**src/rtl/user_id_pkg.sv**
```systemverilog
// Shared types and default sizes for the user project ID reader.
package user_id_pkg;

    localparam int unsigned DEFAULT_ID_WIDTH = 32;
    localparam int unsigned DEFAULT_DIV_W    = 4;

    typedef enum logic [1:0] {
        ST_IDLE  = 2'd0,
        ST_SHIFT = 2'd1,
        ST_RESP  = 2'd2
    } state_e;

endpackage

```
**src/rtl/user_id_bit_timer.sv**
```systemverilog
// Loadable down-counter that marks serial bit boundaries.
// A load captures both the count and the reload period; while enabled the
// counter ticks when it reaches zero and then reloads with the period.
module user_id_bit_timer #(
    parameter int unsigned DIV_W = 4
) (
    input  logic             clk_i,
    input  logic             rst_ni,
    input  logic             load_i,
    input  logic [DIV_W-1:0] load_val_i,
    input  logic             en_i,
    output logic             tick_o
);

    logic [DIV_W-1:0] cnt_q, cnt_d;
    logic [DIV_W-1:0] period_q, period_d;

    // Counter next-state: load, reload on tick, or decrement.
    always_comb begin
        cnt_d    = cnt_q;
        period_d = period_q;
        if (load_i) begin
            cnt_d    = load_val_i;
            period_d = load_val_i;
        end else if (en_i) begin
            if (cnt_q == '0) begin
                cnt_d = period_q;
            end else begin
                cnt_d = cnt_q - 1'b1;
            end
        end
    end

    // Counter and period registers.
    always_ff @(posedge clk_i or negedge rst_ni) begin
        if (!rst_ni) begin
            cnt_q    <= '0;
            period_q <= '0;
        end else begin
            cnt_q    <= cnt_d;
            period_q <= period_d;
        end
    end

    assign tick_o = en_i && (cnt_q == '0);

endmodule

```
**src/rtl/user_id_reader.sv**
```systemverilog
// Reads the hard-wired user project ID into a shadow register and returns
// it in parallel, optionally preceded by an MSB-first serial stream with a
// trailing even-parity bit.
module user_id_reader
    import user_id_pkg::*;
#(
    parameter int unsigned ID_WIDTH = DEFAULT_ID_WIDTH,
    parameter int unsigned DIV_W    = DEFAULT_DIV_W
) (
    input  logic                clk,
    input  logic                resetn,
    input  logic [ID_WIDTH-1:0] mask_id,
    input  logic                req_valid,
    output logic                req_ready,
    input  logic                req_serial,
    input  logic [DIV_W-1:0]    div,
    output logic                rsp_valid,
    input  logic                rsp_ready,
    output logic [ID_WIDTH-1:0] rsp_data,
    output logic                rsp_parity,
    output logic                sdo,
    output logic                sdo_strobe,
    output logic                busy
);

    localparam int unsigned IDX_W = $clog2(ID_WIDTH + 1);
    localparam logic [IDX_W-1:0] LAST_IDX = IDX_W'(ID_WIDTH);

    state_e              state_q, state_d;
    logic [ID_WIDTH-1:0] shadow_q, shadow_d;
    logic [IDX_W-1:0]    idx_q, idx_d;
    logic                sdo_q, sdo_d;

    logic                timer_load;
    logic                timer_tick;
    logic [ID_WIDTH-1:0] shifted;
    logic                cur_bit;

    user_id_bit_timer #(
        .DIV_W (DIV_W)
    ) u_timer (
        .clk_i      (clk),
        .rst_ni     (resetn),
        .load_i     (timer_load),
        .load_val_i (div),
        .en_i       (state_q == ST_SHIFT),
        .tick_o     (timer_tick)
    );

    // Bit currently due on the serial line: shadow MSB-first, then parity.
    always_comb begin
        shifted = shadow_q << idx_q;
        cur_bit = (idx_q == LAST_IDX) ? (^shadow_q) : shifted[ID_WIDTH-1];
    end

    // FSM next-state and handshake/strobe outputs.
    always_comb begin
        state_d    = state_q;
        shadow_d   = shadow_q;
        idx_d      = idx_q;
        sdo_d      = sdo_q;
        timer_load = 1'b0;
        req_ready  = 1'b0;
        rsp_valid  = 1'b0;
        sdo_strobe = 1'b0;
        unique case (state_q)
            ST_IDLE: begin
                req_ready = 1'b1;
                if (req_valid) begin
                    shadow_d   = mask_id;
                    idx_d      = '0;
                    timer_load = 1'b1;
                    state_d    = req_serial ? ST_SHIFT : ST_RESP;
                end
            end
            ST_SHIFT: begin
                if (timer_tick) begin
                    sdo_strobe = 1'b1;
                    sdo_d      = cur_bit;
                    idx_d      = idx_q + 1'b1;
                    if (idx_q == LAST_IDX) begin
                        state_d = ST_RESP;
                    end
                end
            end
            ST_RESP: begin
                rsp_valid = 1'b1;
                if (rsp_ready) begin
                    state_d = ST_IDLE;
                    sdo_d   = 1'b0;
                end
            end
            default: begin
                state_d = ST_IDLE;
            end
        endcase
    end

    // State, shadow word, bit index and held serial bit.
    always_ff @(posedge clk or negedge resetn) begin
        if (!resetn) begin
            state_q  <= ST_IDLE;
            shadow_q <= '0;
            idx_q    <= '0;
            sdo_q    <= 1'b0;
        end else begin
            state_q  <= state_d;
            shadow_q <= shadow_d;
            idx_q    <= idx_d;
            sdo_q    <= sdo_d;
        end
    end

    // sdo is built only from registers: the new bit shows in its strobe
    // cycle and the held copy covers every other cycle.
    assign sdo        = sdo_strobe ? cur_bit : sdo_q;
    assign rsp_data   = shadow_q;
    assign rsp_parity = ^shadow_q;
    assign busy       = (state_q != ST_IDLE);

endmodule
```
**config.mk**
```make
export PLATFORM = sky130hd
export DESIGN_NAME = user_id_reader
export DESIGN_NICKNAME = d
export VERILOG_FILES = /design/src/rtl/user_id_pkg.sv /design/src/rtl/user_id_bit_timer.sv /design/src/rtl/user_id_reader.sv
export SDC_FILE = /design/constraint.sdc
export NUM_CORES = 1
export LEC_CHECK = 0
export BUFFER_PORTS_ARGS = -buffer_cell sky130_fd_sc_hd__buf_2
export CORE_UTILIZATION = 51
export CTS_CLUSTER_SIZE = 8
export DETAILED_ROUTE_END_ITERATION = 8
export MAX_ROUTING_LAYER = met4
export PLACE_DENSITY = 0.8
export SETUP_SLACK_MARGIN = 0.4
export SLEW_MARGIN = 20
export SYNTH_ARGS = -nofsm -noshare
export SYNTH_HDL_FRONTEND = slang
export SYNTH_SLANG_ARGS = --single-unit
```
**constraint.sdc**
```tcl
create_clock -name clk -period 2.3 [get_ports clk]
set_input_delay 0.345 -clock clk [delete_from_list [all_inputs] [get_ports clk]]
set_output_delay 0.345 -clock clk [all_outputs]
set_load 0.01 [all_outputs]
```
==> results.toml <==
[finish]
layout_commonest_cell = "nand2_1"
syn_to_final_growth_pct = 31.7
final_core_util_pct = 72.0
layout_common_cells = "nand2_1, buf_2, dfrtp_1, xnor2_1, buf_4"
fillCellCount = 343
antennaDiodeCount = 0
drive_gt1_share_pct = 34.5
final_cells = 455
nNetsFinal = 431
stdcell_area_um2 = 3490

[placed_design]
placed_area_um2 = 3190
dp_slack_ns = -0.0941
dp_hpwl_um = 4370
gp_congestion = 0.885
dp.cells = 436
numPortBuffers = 78

[global_route]
grt_max_degree = 42
grtUsageTotal_pct = 25.8
antenna_found_initial = 0
top_usage_layer = "met2"
grt_pass1_wl_um = 10300
overflow = 0
use_met2_pct = 40.7
grt_pass1_vias = 2138
met1_usage_pct = 35.6
use_met3_pct = 3.93

[synth]
synth_area_um2 = 2650
synth_area_per_cell_um2 = 9.17
netlist_instances = 289
synth-seq-cells = 49
ys_warn_count = 0
syn-num-nets = 333
ys_types = 40
yosysSeqAreaShare_pct = 46.3

[sta]
grt_setup_unrepaired = "yes"
fin_skew_ns = 0.00731
whs_ns = 0.0175
finalMaxSlewViolations = 0
hold_viol = 0
min_period_ns = 2.66
setup_viol = 1
min_period_over_period_pct = 116
finalSetupTns_ns = -0.365
max_slew_margin_pct = 69.6
worst_slew_pin_slew_ns = 0.452
setup_slack_ns = -0.365
max_freq_ghz = 0.375

[run_status]
status = "finished with violations"
violations = "setup timing"

[pwr]
p_total_mw = 6.34
p_leak_nw = 1.78
power_density_nw_per_um2 = 1820
ir_drop_v = 0.00160

[worst_setup_path]
path_cells = "buf_6, mux4_2, mux2_4, nand2_2, a311oi_2, mux2i_1, a21bo_2, buf_6"
start_kind = "flip-flop"
worstPathBufferInverterCount = 2
max_stage_delay_ns = 0.51
r2r.worst_path.cells = 8
critPathArrivalTime_ns = 2.32
critical-path-top-delay-family = "multiplexers"
worstSetupPathType = "reg -> out"
critical-path-slowest-cell = "mux4_2"
crit_path_frequent_cell = "buf_6"
critical_path_required_ns = 1.96
end_kind = "primary output"
cp_num_cells = 8
crit_fanout = 4

[die]
die_h_um = 74.1
rows = 25
start_util_pct = 54.7
dieArea_um2 = 5490
pin_count = 79
coreArea_um2 = 4850
die_width_um = 74.1

[detailed_routing]
wl_um = 6320
drtIter0Drc = 125
ant_nets = 0
first_pass_iters = 5
wire_per_inst_um = 13.9
drc_errors = 0
via_per_inst = 5.09
via_count = 2318

[clock_tree]
cts_tree = "yes"
clockBufferDepth = 2
h-tree-depth = 2
cts_sinks = 49
clk_latency_ns = 0.30
cts_root_buffer = "clkbuf_8"
numCtsBuffers = 5
path_clk_slew_ns = 0.09

[worst_hold_path]
hp-class = "in -> async"

[job]
drv_cap = 0
==> cells in the mapped netlist <==
cell | count | area (um2)
a21oi_1 | 5 | 25.0
o22a_1 | 1 | 8.76
a31oi_1 | 2 | 12.5
xor2_1 | 4 | 35.0
a2111oi_2 | 1 | 15.0
nand3_1 | 1 | 5.00
dfrtp_1 | 49 | 1230
o21ai_0 | 3 | 15.0
o22ai_1 | 2 | 12.5
and2_1 | 2 | 12.5
nand2_1 | 114 | 428
nor2b_1 | 4 | 25.0
a311oi_1 | 2 | 17.5
mux2_2 | 1 | 11.3
nand2b_1 | 4 | 25.0
buf_2 | 2 | 10.0
nor2_2 | 1 | 6.26
a41o_1 | 1 | 10.0
nor2_1 | 10 | 37.5
and4_1 | 1 | 8.76
inv_1 | 8 | 30.0
buf_6 | 1 | 11.3
and3_1 | 1 | 6.26
mux2i_1 | 4 | 40.0
xnor2_1 | 31 | 272
clkbuf_1 | 11 | 41.3
mux4_2 | 4 | 90.1
mux4_1 | 3 | 78.8
nor3_1 | 1 | 5.00
a32oi_1 | 1 | 8.76
or4_1 | 1 | 7.51
nor4_1 | 2 | 12.5
ha_1 | 3 | 37.5
a21boi_1 | 1 | 7.51
a21bo_2 | 1 | 10.0
o32ai_1 | 1 | 8.76
o211ai_1 | 1 | 7.51
o31ai_1 | 1 | 7.51
nand4_1 | 1 | 6.26
a22oi_1 | 2 | 15.0
==> kinds of logic after synthesis <==
logic type      Yosys count  share of synthesized area [%]
flops                    49                           46.3
buf+inv                  22                           3.49
xor+xnor                 35                           11.6
simple gates            143                           22.1
fa+ha+maj                 3                           1.42
mux                      12                           8.31
compound gates           25                           6.85
==> registers in the layout, indices dropped and copies added, names as in the netlist <==
register and count:
state_q 2, idx_q 6, u_timer.period_q 4, u_timer.cnt_q 4
rsp_data 32, sdo_q 1
==> worst reg2reg max path, stage by stage, from the launching register on <==
cell	delay, ns
dfrtp_2	0.45
buf_6	0.14
mux4_2	0.51
mux2_4	0.28
nand2_2	0.07
a311oi_2	0.08
mux2i_1	0.13
a21bo_2	0.25
a21boi_2	0.15
==> worst paths after layout <==
| path | endpoint | slack (ns) | start |
|---|---|---|---|
| min in group clk | sdo_q$_DFFE_PN0P_ | 0.22 | rsp_ready |
| max in group asynchronous | u_timer.period_q[1]$_DFFE_PN0P_ | 2.01 | resetn |
| max | sdo | -0.36 | idx_q[0]$_DFFE_PN0P_ |
| max reg2reg | sdo_q$_DFFE_PN0P_ | 0.15 | idx_q[0]$_DFFE_PN0P_ |
| min reg2reg | u_timer.period_q[0]$_DFFE_PN0P_ | 0.49 | u_timer.period_q[0]$_DFFE_PN0P_ |
| min | rsp_data[2]$_DFFE_PN0P_ | 0.02 | resetn |
==> routing by layer <==
layer | up-vias | routed length, um
met3 | 8 | 301
met2 | 70 | 3070
met1 | 1103 | 2880
li1 | 1137 | -
met5 | - | 0
met4 | 0 | 67
==> final cells by class <==
cell class / instances / area, um2 / area share (%)
Clock buffer: 6 / 82.6 / 2.37
Clock inverter: 2 / 37.5 / 1.08
Inverter: 8 / 30.0 / 0.861
Multi-Input combinational cell: 218 / 1400 / 40.1
Sequential cell: 49 / 1230 / 35.2
Tap cell: 67 / 83.8 / 2.40
Timing Repair Buffer: 105 / 628 / 18.0
==> repair_timing <==
item | 4_1_cts | 5_1_grt
setup buffers | 9 | 2
hold buffers | 0 | 0
resized for setup | 21 | 2
pin swaps | 4 | 1
setup endpoints to repair | 6 | 6
hold endpoints to repair | 0 | 0
==> power breakdown <==
part / internal, mW / leakage, nW / switching, mW
Sequential: 1.24 / 0.614 / 0.425
Combinational: 1.99 / 1.11 / 2.04
Clock: 0.354 / 0.0574 / 0.291
Note: power is estimated with default switching activity, not from simulation.
